$ cat config.mk
export PLATFORM = sky130hd
export DESIGN_NAME = uart_mmio
export DESIGN_NICKNAME = d
export VERILOG_FILES = /design/src/rtl/uart_mmio.sv
export SDC_FILE = /design/constraint.sdc
export NUM_CORES = 1
export LEC_CHECK = 0
export CELL_PAD_IN_SITES_DETAIL_PLACEMENT = 2
export CELL_PAD_IN_SITES_GLOBAL_PLACEMENT = 2
export CORE_AREA = 2 2 97 99
export DETAILED_ROUTE_END_ITERATION = 10
export DIE_AREA = 0 0 99 101
export PLACE_DENSITY = 0.85
export SLEW_MARGIN = 20
export SYNTH_ARGS = -nofsm -noshare
export SYNTH_HDL_FRONTEND = slang
export SYNTH_SLANG_ARGS = --single-unit
export TNS_END_PERCENT = 1
$ cat constraint.sdc
create_clock -name clk -period 2.1 [get_ports clk]
set_input_delay 0.42 -clock clk [delete_from_list [all_inputs] [get_ports clk]]
set_output_delay 0.42 -clock clk [all_outputs]
set_load 0.005 [all_outputs]
$ cat src/rtl/uart_mmio.sv
// Memory-mapped UART at 0xBF00 (DATA) / 0xBF01 (STATUS).
// 8N1 framing with CLKS_PER_BIT clocks per bit; TX and RX run independently.
module uart_mmio #(
    parameter int CLKS_PER_BIT = 16
) (
    input  logic        clk,
    input  logic        rst,
    input  logic [15:0] addr,
    input  logic [15:0] wdata,
    input  logic        we,
    input  logic        re,
    output logic [15:0] rdata,
    input  logic        rxd,
    output logic        txd
);

    localparam int CW = (CLKS_PER_BIT > 1) ? $clog2(CLKS_PER_BIT) : 1;
    localparam logic [CW-1:0] CNT_FULL = CW'(CLKS_PER_BIT - 1);
    localparam logic [CW-1:0] CNT_HALF = CW'(CLKS_PER_BIT / 2 - 1);
    localparam logic [15:0]   ADDR_DATA = 16'hBF00;
    localparam logic [15:0]   ADDR_STAT = 16'hBF01;

    typedef enum logic [1:0] {
        TX_IDLE  = 2'd0,
        TX_START = 2'd1,
        TX_DATA  = 2'd2,
        TX_STOP  = 2'd3
    } tx_state_t;

    typedef enum logic [1:0] {
        RX_IDLE  = 2'd0,
        RX_START = 2'd1,
        RX_DATA  = 2'd2,
        RX_STOP  = 2'd3
    } rx_state_t;

    logic data_wr_s;
    logic data_rd_s;
    logic stat_rd_s;
    logic wdata_unused_s;

    assign data_wr_s      = we & (addr == ADDR_DATA);
    assign data_rd_s      = re & (addr == ADDR_DATA);
    assign stat_rd_s      = re & (addr == ADDR_STAT);
    assign wdata_unused_s = ^wdata[15:8];

    // ------------------------------------------------------------------ TX
    tx_state_t     tx_state_r, tx_state_s;
    logic [CW-1:0] tx_cnt_r, tx_cnt_s;
    logic [2:0]    tx_bit_r, tx_bit_s;
    logic [7:0]    tx_shift_r, tx_shift_s;
    logic          txd_r, txd_s;
    logic          tx_ready_s;

    assign tx_ready_s = (tx_state_r == TX_IDLE);
    assign txd        = txd_r;

    // TX state register; txd is registered so it changes with the state
    always_ff @(posedge clk or posedge rst) begin
        if (rst) begin
            tx_state_r <= TX_IDLE;
            tx_cnt_r   <= '0;
            tx_bit_r   <= 3'd0;
            tx_shift_r <= 8'h00;
            txd_r      <= 1'b1;
        end else begin
            tx_state_r <= tx_state_s;
            tx_cnt_r   <= tx_cnt_s;
            tx_bit_r   <= tx_bit_s;
            tx_shift_r <= tx_shift_s;
            txd_r      <= txd_s;
        end
    end

    // TX next-state logic; writes outside IDLE fall through untouched
    always_comb begin
        tx_state_s = tx_state_r;
        tx_cnt_s   = tx_cnt_r;
        tx_bit_s   = tx_bit_r;
        tx_shift_s = tx_shift_r;
        case (tx_state_r)
            TX_IDLE: begin
                if (data_wr_s) begin
                    tx_state_s = TX_START;
                    tx_cnt_s   = '0;
                    tx_bit_s   = 3'd0;
                    tx_shift_s = wdata[7:0];
                end else begin
                    tx_state_s = TX_IDLE;
                end
            end
            TX_START: begin
                if (tx_cnt_r == CNT_FULL) begin
                    tx_state_s = TX_DATA;
                    tx_cnt_s   = '0;
                    tx_bit_s   = 3'd0;
                end else begin
                    tx_cnt_s = tx_cnt_r + 1'b1;
                end
            end
            TX_DATA: begin
                if (tx_cnt_r == CNT_FULL) begin
                    tx_cnt_s = '0;
                    if (tx_bit_r == 3'd7) begin
                        tx_state_s = TX_STOP;
                    end else begin
                        tx_bit_s   = tx_bit_r + 3'd1;
                        tx_shift_s = {1'b0, tx_shift_r[7:1]};
                    end
                end else begin
                    tx_cnt_s = tx_cnt_r + 1'b1;
                end
            end
            TX_STOP: begin
                if (tx_cnt_r == CNT_FULL) begin
                    tx_state_s = TX_IDLE;
                    tx_cnt_s   = '0;
                end else begin
                    tx_cnt_s = tx_cnt_r + 1'b1;
                end
            end
            default: begin
                tx_state_s = TX_IDLE;
                tx_cnt_s   = '0;
            end
        endcase
    end

    // TX output: line level for the state being entered
    always_comb begin
        txd_s = 1'b1;
        case (tx_state_s)
            TX_IDLE:  txd_s = 1'b1;
            TX_START: txd_s = 1'b0;
            TX_DATA:  txd_s = tx_shift_s[0];
            TX_STOP:  txd_s = 1'b1;
            default:  txd_s = 1'b1;
        endcase
    end

    // ------------------------------------------------------------------ RX
    logic          rx_meta_r, rx_sync_r;
    rx_state_t     rx_state_r, rx_state_s;
    logic [CW-1:0] rx_cnt_r, rx_cnt_s;
    logic [2:0]    rx_bit_r, rx_bit_s;
    logic [7:0]    rx_shift_r, rx_shift_s;
    logic          rx_done_s;
    logic          rx_ferr_s;
    logic [7:0]    rx_buf_r;
    logic          rx_valid_r;
    logic          overrun_r;
    logic          frame_err_r;

    // Two-flop synchronizer for the asynchronous serial input
    always_ff @(posedge clk or posedge rst) begin
        if (rst) begin
            rx_meta_r <= 1'b1;
            rx_sync_r <= 1'b1;
        end else begin
            rx_meta_r <= rxd;
            rx_sync_r <= rx_meta_r;
        end
    end

    // RX state register
    always_ff @(posedge clk or posedge rst) begin
        if (rst) begin
            rx_state_r <= RX_IDLE;
            rx_cnt_r   <= '0;
            rx_bit_r   <= 3'd0;
            rx_shift_r <= 8'h00;
        end else begin
            rx_state_r <= rx_state_s;
            rx_cnt_r   <= rx_cnt_s;
            rx_bit_r   <= rx_bit_s;
            rx_shift_r <= rx_shift_s;
        end
    end

    // RX next-state logic; START re-check at half a bit rejects glitches
    always_comb begin
        rx_state_s = rx_state_r;
        rx_cnt_s   = rx_cnt_r;
        rx_bit_s   = rx_bit_r;
        rx_shift_s = rx_shift_r;
        case (rx_state_r)
            RX_IDLE: begin
                if (!rx_sync_r) begin
                    rx_state_s = RX_START;
                    rx_cnt_s   = '0;
                end else begin
                    rx_state_s = RX_IDLE;
                end
            end
            RX_START: begin
                if (rx_cnt_r == CNT_HALF) begin
                    rx_cnt_s = '0;
                    rx_bit_s = 3'd0;
                    if (!rx_sync_r) begin
                        rx_state_s = RX_DATA;
                    end else begin
                        rx_state_s = RX_IDLE;
                    end
                end else begin
                    rx_cnt_s = rx_cnt_r + 1'b1;
                end
            end
            RX_DATA: begin
                if (rx_cnt_r == CNT_FULL) begin
                    rx_cnt_s   = '0;
                    rx_shift_s = {rx_sync_r, rx_shift_r[7:1]};
                    if (rx_bit_r == 3'd7) begin
                        rx_state_s = RX_STOP;
                    end else begin
                        rx_bit_s = rx_bit_r + 3'd1;
                    end
                end else begin
                    rx_cnt_s = rx_cnt_r + 1'b1;
                end
            end
            RX_STOP: begin
                if (rx_cnt_r == CNT_FULL) begin
                    rx_state_s = RX_IDLE;
                    rx_cnt_s   = '0;
                end else begin
                    rx_cnt_s = rx_cnt_r + 1'b1;
                end
            end
            default: begin
                rx_state_s = RX_IDLE;
                rx_cnt_s   = '0;
            end
        endcase
    end

    // RX outputs: stop-bit verdict on the last STOP count
    always_comb begin
        rx_done_s = 1'b0;
        rx_ferr_s = 1'b0;
        case (rx_state_r)
            RX_STOP: begin
                if (rx_cnt_r == CNT_FULL) begin
                    rx_done_s = rx_sync_r;
                    rx_ferr_s = ~rx_sync_r;
                end else begin
                    rx_done_s = 1'b0;
                    rx_ferr_s = 1'b0;
                end
            end
            default: begin
                rx_done_s = 1'b0;
                rx_ferr_s = 1'b0;
            end
        endcase
    end

    // Receive buffer and status flags; a set beats a same-cycle clearing read
    always_ff @(posedge clk or posedge rst) begin
        if (rst) begin
            rx_buf_r    <= 8'h00;
            rx_valid_r  <= 1'b0;
            overrun_r   <= 1'b0;
            frame_err_r <= 1'b0;
        end else begin
            if (rx_done_s) begin
                rx_buf_r <= rx_shift_r;
            end else begin
                rx_buf_r <= rx_buf_r;
            end
            if (rx_done_s) begin
                rx_valid_r <= 1'b1;
            end else if (data_rd_s) begin
                rx_valid_r <= 1'b0;
            end else begin
                rx_valid_r <= rx_valid_r;
            end
            if (rx_done_s && rx_valid_r) begin
                overrun_r <= 1'b1;
            end else if (stat_rd_s) begin
                overrun_r <= 1'b0;
            end else begin
                overrun_r <= overrun_r;
            end
            if (rx_ferr_s) begin
                frame_err_r <= 1'b1;
            end else if (stat_rd_s) begin
                frame_err_r <= 1'b0;
            end else begin
                frame_err_r <= frame_err_r;
            end
        end
    end

    // CPU read mux
    always_comb begin
        rdata = 16'h0000;
        if (data_rd_s) begin
            rdata = {8'h00, rx_buf_r};
        end else if (stat_rd_s) begin
            rdata = {12'h000, frame_err_r, overrun_r, rx_valid_r, tx_ready_s};
        end else begin
            rdata = 16'h0000;
        end
    end

endmodule

==> results.md <==
- Status: finished, final reports clean
- Placement Setup Slack: -720 ps
- Filler Cell Count: 939
- Total die area: 10000 sq um
- Total number of vias: 1,993
- Starting density of the core: 0.284
- Register area share after synthesis: 0.473
- DR iter-0 viols: 57
- Share of cells above drive strength 1: 0.319
- Root buf cell: clkbuf_8
- Clk pin slew, worst setup/hold paths: 100 ps
- Placed Cells: 382
- GRT Util Overall: 0.155
- Setup CP Type: in2out
- Crit path cell chain: clkdlybuf4s15_1 -> and4bb_1 -> and4_4 -> buf_4 -> nand2_4 -> nor2_2 -> clkdlybuf4s15_2
- Switching share of power: 0.338
- DRC errors left: 0
- H-tree Lvls: 2
- Clock Skews: 3.04 ps
- Setup violations, final: 0
- Crit path launch: addr[13]
- Core area: 8980 sq um
- Number of I/O pins: 54
- Number of hold violations in the final report: 0
- Synth Cell Area: 2550 sq um
- Synth top area cells: dfrtp_1, mux2_2, ha_1
- Final #Nets: 332
- Area leader, netlist: dfrtp_1
- Routed Wire Length: 7.59 mm
- Final WS setup: 27.7 ps
- Initial antenna violation count: 0
- CP max stage delay: 260 ps
- Part of the cycle the worst path needs: 0.987
- Power per cell area: 802 nW/um^2
- Slew margin rel.: 0.631
- Later-pin clock latency in the skew report: 310 ps
- Post-synth ARST share: 1.00
- Register Area: 1200 sq um
- Fmax: 0.483 GHz
- Int Pwr: 1.75 mW
- Wirelength per Cell: 19.0 um
- P_sw: 891 uW
- Syn Area/Cell: 11.0 sq um
- Number of global-route vias before repair: 2,230
- Combinational Power Share: 0.266
- Synth top area share: 0.442
- MaxCap Viol Count: 0
- Static Leak: 1.49 nW
- Clock Path Buffers: 2
- Row count: 35
- Largest net degree at the start of global routing: 31
- CTS Hold Bufs: 0
- CP required: 1680 ps
- Worst-margin pin slew: 552 ps
- DRT Pass-1 Iters: 4
- Fin cells: 399
- CTS Buf Count: 5
- Clock sink count: 48
- Post-DRT Antenna Nets: 0
- HPWL Detailed: 5.19 mm
- Worst setup EP type: output port
- Post-Syn Instances: 231
- GRT Max-Usage Layer: met2
- Met2 Use GR: 0.287
- Synth cell types: 60
- Sequential share of power: 0.467
- Slew Limit Fails: 0
- Area growth, synth to finish: 29.1%
- Diodes inserted: 0
- Clock Power Share: 0.267
- Routability cong.: 0.750
- Power consumption: 2.64 mW
- Hold path start: rx_meta_r
- CP max FO: 4
- Via/cell ratio: 4.99
- IO buf count: 37
- Die Y: 101 um
- TNS Setup: 0 ps
- Tmin final: 2070 ps
- Horiz. Die Dim: 99 um
- M3 GR Usage: 0.0208
- CP max stage cell: and4_4
- Arrival time worst endpoint: 1650 ps
- RR Startpoint: tx_bit_r[0]
- Worst reg-to-reg path cell count: 8
- CTS tree: yes
- CP Launch Type: input port
- Synthesized flop and latch total: 48
- Met1 Use GR: 0.191
- Worst IR Drop VDD: 0.000348 V
- First-pass GRT wire length: 12.1 mm
- Hold Crit Depth: 0
- Hold WC Path Type: reg2reg
- Grt ovf: 0
- Multi-input gate area: 1270 sq um
- Top_reg_cell synth: dfrtp_1
- Yosys Warn Count: 0
- Number of synthesized flops with an enable pin: 0
- Final Core Density: 0.366
[cell families (layout without fill, tap and decap cells)]
| group | Yosys count | in the layout | share of synthesized area |
|---|---|---|---|
| multiplexers | 21 | 21 | 0.0904 |
| XOR/XNOR | 1 | 1 | 0.00344 |
| adder cells (fa/ha/maj) | 8 | 8 | 0.0393 |
| buffers and inverters | 30 | 80 | 0.0692 |
| flip-flops | 48 | 48 | 0.473 |
| AO/OA/AOI/OAI | 50 | 50 | 0.150 |
| AND/OR/NAND/NOR | 72 | 72 | 0.173 |
| other | 1 | 8 | 0.00147 |
[layout by cell type, fill, tap and decap left out, drive strengths merged, types with 4 or more instances in the layout]
master,count
nor2,19
dfrtp,45
and2,5
and3,4
nor3,4
clkbuf,10
nand2,16
nand3,6
clkdlybuf4s50,13
clkdlybuf4s15,11
a21oi,5
o31ai,5
ha,8
a221o,6
mux2i,5
inv,13
mux2,16
conb,8
buf,30
o21ai,14
[cell usage after synthesis (all sizes together), types with 4 or more instances]
cell and instances:
mux2i 5, a21oi 5, and3 4, a221o 6
nand2 16, mux2 16, buf 15, nor3 4
o21ai 14, inv 12, and2 5, o31ai 5
nor2 19, nand3 6, dfrtp 45, ha 8
[sequential cells by signal, summed over array words and instances (netlist names), named ones only]
signal and cells:
rx_shift_r 8, tx_state_r 2, tx_bit_r 3, txd 1
rx_valid_r 1, rx_buf_r 8, overrun_r 1, rx_cnt_r 4
tx_shift_r 8, rx_bit_r 3, rx_state_r 1, rx_meta_r 1
tx_cnt_r 4, frame_err_r 1, rx_sync_r 1
[per-layer routing]
metal / wire (um) / part of all wire
met2: 4180 / 0.55
met5: 0 / 0
met3: 158 / 0.021
met4: 78 / 0.010
met1: 3170 / 0.42
[layout make-up]
type / instances / area share
sequential: 48 / 0.366
timing repair buffer: 60 / 0.155
tap: 111 / 0.0422
inverter: 12 / 0.0137
multi-input combinational: 160 / 0.388
clock buffer: 5 / 0.0209
clock inverter: 3 / 0.0141
[worst paths after layout]
kind | slack, ps | endpoint
setup / recovery | 30 | rdata[2]
hold / removal | 360 | rx_sync_r
setup reg to reg | 110 | txd
hold reg to reg | 360 | rx_sync_r
max in group asynchronous | 1060 | rx_meta_r
min in group asynchronous | 440 | tx_shift_r[4]
[power by group through the flow]
stage	sequential [mW]	clock (mW)	combinational (mW)
global route	1.25	0.743	0.789
CTS	1.22	0.714	0.692
global placement	1.21	0	0.616
finish	1.23	0.704	0.701
detailed placement	1.23	0	0.667
floorplan	1.15	0	0.497
[metrics by stage]
stage	instance area [sq um]	hold slack [ps]
floorplan	2570	345
global placement	3070	350
detailed placement	3070	351
CTS	3250	365
global route	3290	378
finish	3290	363
[worst max-delay path: cells and delay by family]
kind / cells / cell delay [ps]
buffers and inverters: 3 / 540
AND/OR/NAND/NOR: 4 / 700
[repair_timing]
action,CTS,global route
endpoints found under the setup margin,9,8
endpoints found under the hold margin,0,0
buffers inserted,7,2
gates resized for setup,67,26
gates cloned,0,0
pin swaps,12,9
No activity file was read; power rests on OpenSTA's default activity.
